### src/rtl/iccm_prog_loader.sv
// Boot-programming framer: UART byte stream -> sequential 32-bit ICCM writes.
// Optional trailer checksum check is enabled by defining PROG_CHECKSUM_EN.
module iccm_prog_loader #(
  parameter int          MAX_WORDS      = 1024,
  parameter int          TIMEOUT_CYCLES = 1000000,
  parameter logic [7:0]  SYNC_BYTE      = 8'hA5
) (
  input  logic        clk_i,
  input  logic        rst_i,
  input  logic        prog_i,
  input  logic        rx_dv_i,
  input  logic [7:0]  rx_byte_i,
  output logic        we_o,
  output logic [11:0] addr_o,
  output logic [31:0] wdata_o,
  output logic        prog_rst_no,
  output logic        busy_o,
  output logic        done_o,
  output logic        err_o,
  output logic [1:0]  err_code_o
);

  localparam int TW = $clog2(TIMEOUT_CYCLES + 1);

  typedef enum logic [2:0] {
    S_IDLE,
    S_LEN_LO,
    S_LEN_HI,
    S_DATA,
`ifdef PROG_CHECKSUM_EN
    S_CHK,
`endif
    S_DONE,
    S_ERR
  } state_t;

  state_t        state_q, state_d;
  logic [15:0]   count_q, count_d;
  logic [1:0]    byte_cnt_q, byte_cnt_d;
  logic [23:0]   shift_q, shift_d;
  logic [10:0]   word_cnt_q, word_cnt_d;
  logic [TW-1:0] tmo_q, tmo_d;
  logic          we_q, we_d;
  logic [11:0]   addr_q, addr_d;
  logic [31:0]   wdata_q, wdata_d;
  logic          prog_rst_n_q, prog_rst_n_d;
  logic          busy_q, busy_d;
  logic          done_q, done_d;
  logic          err_q, err_d;
  logic [1:0]    err_code_q, err_code_d;
`ifdef PROG_CHECKSUM_EN
  logic [7:0]    xor_q, xor_d;
`endif

  logic [15:0] len_w;
  logic        last_word_w;
  logic        in_frame_w;
  logic        busy_next_w;

  assign len_w       = {rx_byte_i, count_q[7:0]};
  assign last_word_w = ({5'd0, word_cnt_q} + 16'd1) == count_q;

`ifdef PROG_CHECKSUM_EN
  assign in_frame_w  = (state_q == S_LEN_LO) || (state_q == S_LEN_HI) ||
                       (state_q == S_DATA)   || (state_q == S_CHK);
  assign busy_next_w = (state_d == S_LEN_LO) || (state_d == S_LEN_HI) ||
                       (state_d == S_DATA)   || (state_d == S_CHK);
`else
  assign in_frame_w  = (state_q == S_LEN_LO) || (state_q == S_LEN_HI) ||
                       (state_q == S_DATA);
  assign busy_next_w = (state_d == S_LEN_LO) || (state_d == S_LEN_HI) ||
                       (state_d == S_DATA);
`endif

  always_comb begin
    state_d    = state_q;
    count_d    = count_q;
    byte_cnt_d = byte_cnt_q;
    shift_d    = shift_q;
    word_cnt_d = word_cnt_q;
    tmo_d      = tmo_q;
    we_d       = 1'b0;
    addr_d     = addr_q;
    wdata_d    = wdata_q;
    err_code_d = err_code_q;
`ifdef PROG_CHECKSUM_EN
    xor_d      = xor_q;
`endif

    case (state_q)
      S_IDLE: begin
        tmo_d = '0;
        if (rx_dv_i && (rx_byte_i == SYNC_BYTE)) begin
          state_d    = S_LEN_LO;
          byte_cnt_d = 2'd0;
          word_cnt_d = 11'd0;
          addr_d     = 12'd0;
`ifdef PROG_CHECKSUM_EN
          xor_d      = 8'd0;
`endif
        end
      end
      S_LEN_LO: begin
        if (rx_dv_i) begin
          count_d = {8'h00, rx_byte_i};
          state_d = S_LEN_HI;
        end
      end
      S_LEN_HI: begin
        if (rx_dv_i) begin
          count_d = len_w;
          if ((len_w == 16'd0) || (len_w > 16'(MAX_WORDS))) begin
            state_d    = S_ERR;
            err_code_d = 2'd1;
          end else begin
            state_d = S_DATA;
          end
        end
      end
      S_DATA: begin
        if (rx_dv_i) begin
`ifdef PROG_CHECKSUM_EN
          xor_d = xor_q ^ rx_byte_i;
`endif
          if (byte_cnt_q == 2'd3) begin
            // Fourth byte completes the word: write it and start a fresh one.
            we_d       = 1'b1;
            wdata_d    = {rx_byte_i, shift_q};
            addr_d     = {1'b0, word_cnt_q};
            word_cnt_d = word_cnt_q + 11'd1;
            byte_cnt_d = 2'd0;
            if (last_word_w) begin
`ifdef PROG_CHECKSUM_EN
              state_d = S_CHK;
`else
              state_d = S_DONE;
`endif
            end
          end else begin
            shift_d    = {rx_byte_i, shift_q[23:8]};
            byte_cnt_d = byte_cnt_q + 2'd1;
          end
        end
      end
`ifdef PROG_CHECKSUM_EN
      S_CHK: begin
        if (rx_dv_i) begin
          if (rx_byte_i == xor_q) begin
            state_d = S_DONE;
          end else begin
            state_d    = S_ERR;
            err_code_d = 2'd3;
          end
        end
      end
`endif
      default: ;
    endcase

    // Inter-byte watchdog; a received byte always resets it.
    if (in_frame_w) begin
      if (rx_dv_i) begin
        tmo_d = '0;
      end else if (tmo_q == TW'(TIMEOUT_CYCLES - 1)) begin
        state_d    = S_ERR;
        err_code_d = 2'd2;
        tmo_d      = '0;
      end else begin
        tmo_d = tmo_q + TW'(1);
      end
    end

    // Leaving programming mode overrides everything, including a byte this cycle.
    if (!prog_i) begin
      state_d    = S_IDLE;
      byte_cnt_d = 2'd0;
      shift_d    = 24'd0;
      tmo_d      = '0;
      we_d       = 1'b0;
      err_code_d = 2'd0;
    end

    busy_d       = busy_next_w;
    err_d        = (state_d == S_ERR);
    done_d       = (state_d == S_DONE) && (state_q != S_DONE);
    prog_rst_n_d = !(prog_i && (state_d != S_DONE));
  end

  always_ff @(posedge clk_i) begin
    if (rst_i) begin
      state_q      <= S_IDLE;
      count_q      <= 16'd0;
      byte_cnt_q   <= 2'd0;
      shift_q      <= 24'd0;
      word_cnt_q   <= 11'd0;
      tmo_q        <= '0;
      we_q         <= 1'b0;
      addr_q       <= 12'd0;
      wdata_q      <= 32'd0;
      prog_rst_n_q <= 1'b1;
      busy_q       <= 1'b0;
      done_q       <= 1'b0;
      err_q        <= 1'b0;
      err_code_q   <= 2'd0;
`ifdef PROG_CHECKSUM_EN
      xor_q        <= 8'd0;
`endif
    end else begin
      state_q      <= state_d;
      count_q      <= count_d;
      byte_cnt_q   <= byte_cnt_d;
      shift_q      <= shift_d;
      word_cnt_q   <= word_cnt_d;
      tmo_q        <= tmo_d;
      we_q         <= we_d;
      addr_q       <= addr_d;
      wdata_q      <= wdata_d;
      prog_rst_n_q <= prog_rst_n_d;
      busy_q       <= busy_d;
      done_q       <= done_d;
      err_q        <= err_d;
      err_code_q   <= err_code_d;
`ifdef PROG_CHECKSUM_EN
      xor_q        <= xor_d;
`endif
    end
  end

  assign we_o        = we_q;
  assign addr_o      = addr_q;
  assign wdata_o     = wdata_q;
  assign prog_rst_no = prog_rst_n_q;
  assign busy_o      = busy_q;
  assign done_o      = done_q;
  assign err_o       = err_q;
  assign err_code_o  = err_code_q;

endmodule
### config.mk
export PLATFORM = sky130hd
export DESIGN_NAME = iccm_prog_loader
export DESIGN_NICKNAME = d
export VERILOG_FILES = /design/src/rtl/iccm_prog_loader.sv
export SDC_FILE = /design/constraint.sdc
export NUM_CORES = 1
export LEC_CHECK = 0
export ABC_AREA = 1
export CELL_PAD_IN_SITES_DETAIL_PLACEMENT = 1
export CELL_PAD_IN_SITES_GLOBAL_PLACEMENT = 1
export CORE_MARGIN = 8
export CORE_UTILIZATION = 40
export CTS_BUF_LIST = sky130_fd_sc_hd__clkbuf_2
export DETAILED_ROUTE_END_ITERATION = 16
export PLACE_DENSITY = 0.8
export SLEW_MARGIN = 20
export SYNTH_ARGS = -nofsm -noshare
export SYNTH_HDL_FRONTEND = slang
export SYNTH_SLANG_ARGS = --single-unit
### constraint.sdc
create_clock -name clk_i -period 3.8 [get_ports clk_i]
set_input_delay 0.38 -clock clk_i [delete_from_list [all_inputs] [get_ports clk_i]]
set_output_delay 0.38 -clock clk_i [all_outputs]
set_load 0.01 [all_outputs]
==> flow_summary.json <==
{
  "status": "finished clean",
  "ys_seq_area_share_pct": 46.59,
  "setup_viol": 0,
  "r2r_start": "state_q[2]",
  "drv_slew": 0,
  "htree_levels": 4,
  "worstSetupEndpointType": "flop",
  "async_flop_share_pct": 0,
  "pre_cts_ws_ns": 1.024,
  "drc": 0,
  "cts-root-buf": "clkbuf_2",
  "hold_start": "prog_i",
  "areaGrowthSynthToFinish_pct": 18.37,
  "synth_seq_cells": 126,
  "dp.cells": 969,
  "yosysUniqueCellTypes": 33,
  "startpoint": "state_q[2]",
  "core_um2": 13240,
  "ff2ff_path_depth": 7,
  "yosys_warnings": 0,
  "fin_worst_skew_ns": 0.03531,
  "ys_top_cells_by_area": "dfxtp_1 (47%), nand2_1 (11%), a21oi_1 (8.9%)",
  "total_power_mw": 2.248,
  "first_iter_violations": 279,
  "synth_nets": 773,
  "hold_depth": 4,
  "hold_viol": 0,
  "worst-slew-pin-transition_ns": 1.067,
  "fin_crit_sh_pct": 68.17,
  "synth.mux.area_fraction_pct": 0,
  "yosys.area_share.simple_pct": 25.75,
  "grt_setup_unrepaired": "no",
  "dp_hpwl_mm": 11.28,
  "irDropWorstVdd_mv": 0.1963,
  "critPathLaunchType": "flop",
  "synth_compound_area_share_pct": 18.90,
  "timing.final.ws_setup_ns": 1.210,
  "layout_common_cells": "nand2_1 (162), dfxtp_1 (126), a21oi_1 (96)",
  "stdcell_count": 1002,
  "wl_mm": 15.79,
  "fp.dieW_um": 132.3,
  "synth_edf_count": 0,
  "min_path_type": "input port to flop",
  "fin_tns_setup_ns": 0,
  "cts_buffers": 17,
  "relSlewSlack_pct": 28.77,
  "io_buffer_count": 61,
  "grtUsageTotal_pct": 18.40,
  "holdWs_ns": 0.3829,
  "synth_top_area_share_pct": 46.59,
  "fp.dieH_um": 132.3,
  "postRouteAntennaNets": 0,
  "cp_data_required_time_ns": 4.40,
  "start_util_pct": 40.88,
  "layout-drive-gt1-share_pct": 6.545,
  "fp-row-count": 42,
  "antenna_found_initial": 1,
  "p_leak_nw": 2.298,
  "viasPerCell": 5.198,
  "post-route-min-period_ns": 2.590,
  "clock.fmax_mhz": 386.0,
  "syn_area_per_cell_um2": 7.142,
  "mostFrequentLayoutCell": "nand2_1",
  "place.gp.congestion": 0.8886,
  "crit_fanout": 28,
  "drv_cap": 0,
  "num_vias": 5208,
  "cts_resized": 0,
  "nNetsFinal": 827,
  "grt_overflow": 0,
  "cts_hold_buf": 0,
  "grt_max_degree": 40,
  "synth_xor_area_share_pct": 0.1618,
  "cts.sink_count": 126,
  "first_pass_iters": 6,
  "p_per_area_nw_per_um2": 350.8,
  "io_pins": 63,
  "syn_area_um2": 5414,
  "grt_pass1_vias": 5533,
  "synth_fa_ha_area_share_pct": 0.6933,
  "path_class": "flop to flop",
  "arrival_ns": 3.19,
  "post_cts_buffers": 0,
  "clock_path_buffers": 2,
  "clkLatencyLatePin_ns": 0.72,
  "cts_tree": "yes",
  "synth_flop_cell": "dfxtp_1",
  "grt_pass1_wl_mm": 26.59,
  "synthCells": 758,
  "wl_per_cell_um": 15.76,
  "path_clk_slew_ns": 0.20,
  "synth_top_area_cell": "dfxtp_1",
  "die_area_um2": 17510,
  "synth_top_family_by_area": "simple AND/OR/NAND/NOR gates"
}
## cells in the mapped netlist, types with 3 or more instances
cell type / instances
nand2_1: 162
dfxtp_1: 126
a21oi_1: 96
nor2_1: 84
o21ai_0: 74
inv_1: 69
nand3_1: 46
clkbuf_1: 18
buf_2: 12
a211oi_1: 10
nand4_1: 10
nor3_1: 9
nor2_2: 7
a221oi_1: 4
clkinv_1: 4
ha_1: 3
nor4_1: 3
## area by class of cell
class | count | area [µm²]
clock inverters | 15 | 163.9
repair buffers | 69 | 670.6
diodes | 1 | 2.502
clock buffers | 17 | 85.08
well taps | 176 | 220.2
multi-input cells | 525 | 2470
inverters | 73 | 274.0
flip-flops and latches | 126 | 2522
fillers | 1731 | 6834
## logic make-up (layout without fill, tap and decap cells)
group | count (synthesis) | after routing
AOI/OAI and AO/OA | 191 | 191
and+or+nand+nor | 329 | 329
DFF | 126 | 126
adders and majority gates | 3 | 3
xor gates and xnor gates | 1 | 1
buffers and inverters | 107 | 174
other | 1 | 2
## final timing paths
check / endpoint / slack, ns
setup / recovery: word_cnt_q[0] / 1.21
hold reg to reg: tmo_q[19] / 0.47
hold / removal: done_o / 0.38
setup reg to reg: word_cnt_q[0] / 1.21
## per-layer routing
metal	routed length, µm	track usage, %	vias to the layer above
li1	-	-	2618
met2	7886	31.99	90
met3	588	4.611	25
met5	0	0	-
met1	7006	20.62	2475
met4	308	8.707	0
## report_power, final
part | total, mW | internal (mW) | leakage, nW | switching (mW)
sequential | 1.32 | 1.32 | 1.01 | 0.000245
clock | 0.861 | 0.313 | 0.151 | 0.548
combinational | 0.0633 | 0.0186 | 1.13 | 0.0447
total | 2.25 | 1.66 | 2.30 | 0.593
## worst max-delay path, cell delays in order, from the launching register on
cell and delay [ns]:
dfxtp_1 0.69, nor3_1 0.54, inv_1 0.18, o21ai_0 0.46, nand2_1 0.11, buf_4 0.25
o21ai_0 0.18, a21oi_1 0.06
## state kept, by name, indices dropped and copies added, names as in the netlist
register     cells
shift_q         24
state_q          3
done_o           1
err_o            1
err_code_o       2
word_cnt_q      11
busy_o           1
wdata_o         32
prog_rst_no      1
tmo_q           20
byte_cnt_q       2
count_q         16
addr_o          11
we_o             1
## stage by stage
step           util (%)  cell area [µm²]
2_1_floorplan         -             5414
3_3_place_gp      46.49             6157
3_5_place_dp      46.49             6157
4_1_cts           48.37             6406
5_1_grt           48.39             6409
6_report          48.39             6409
Note: power is estimated with default switching activity, not from simulation.
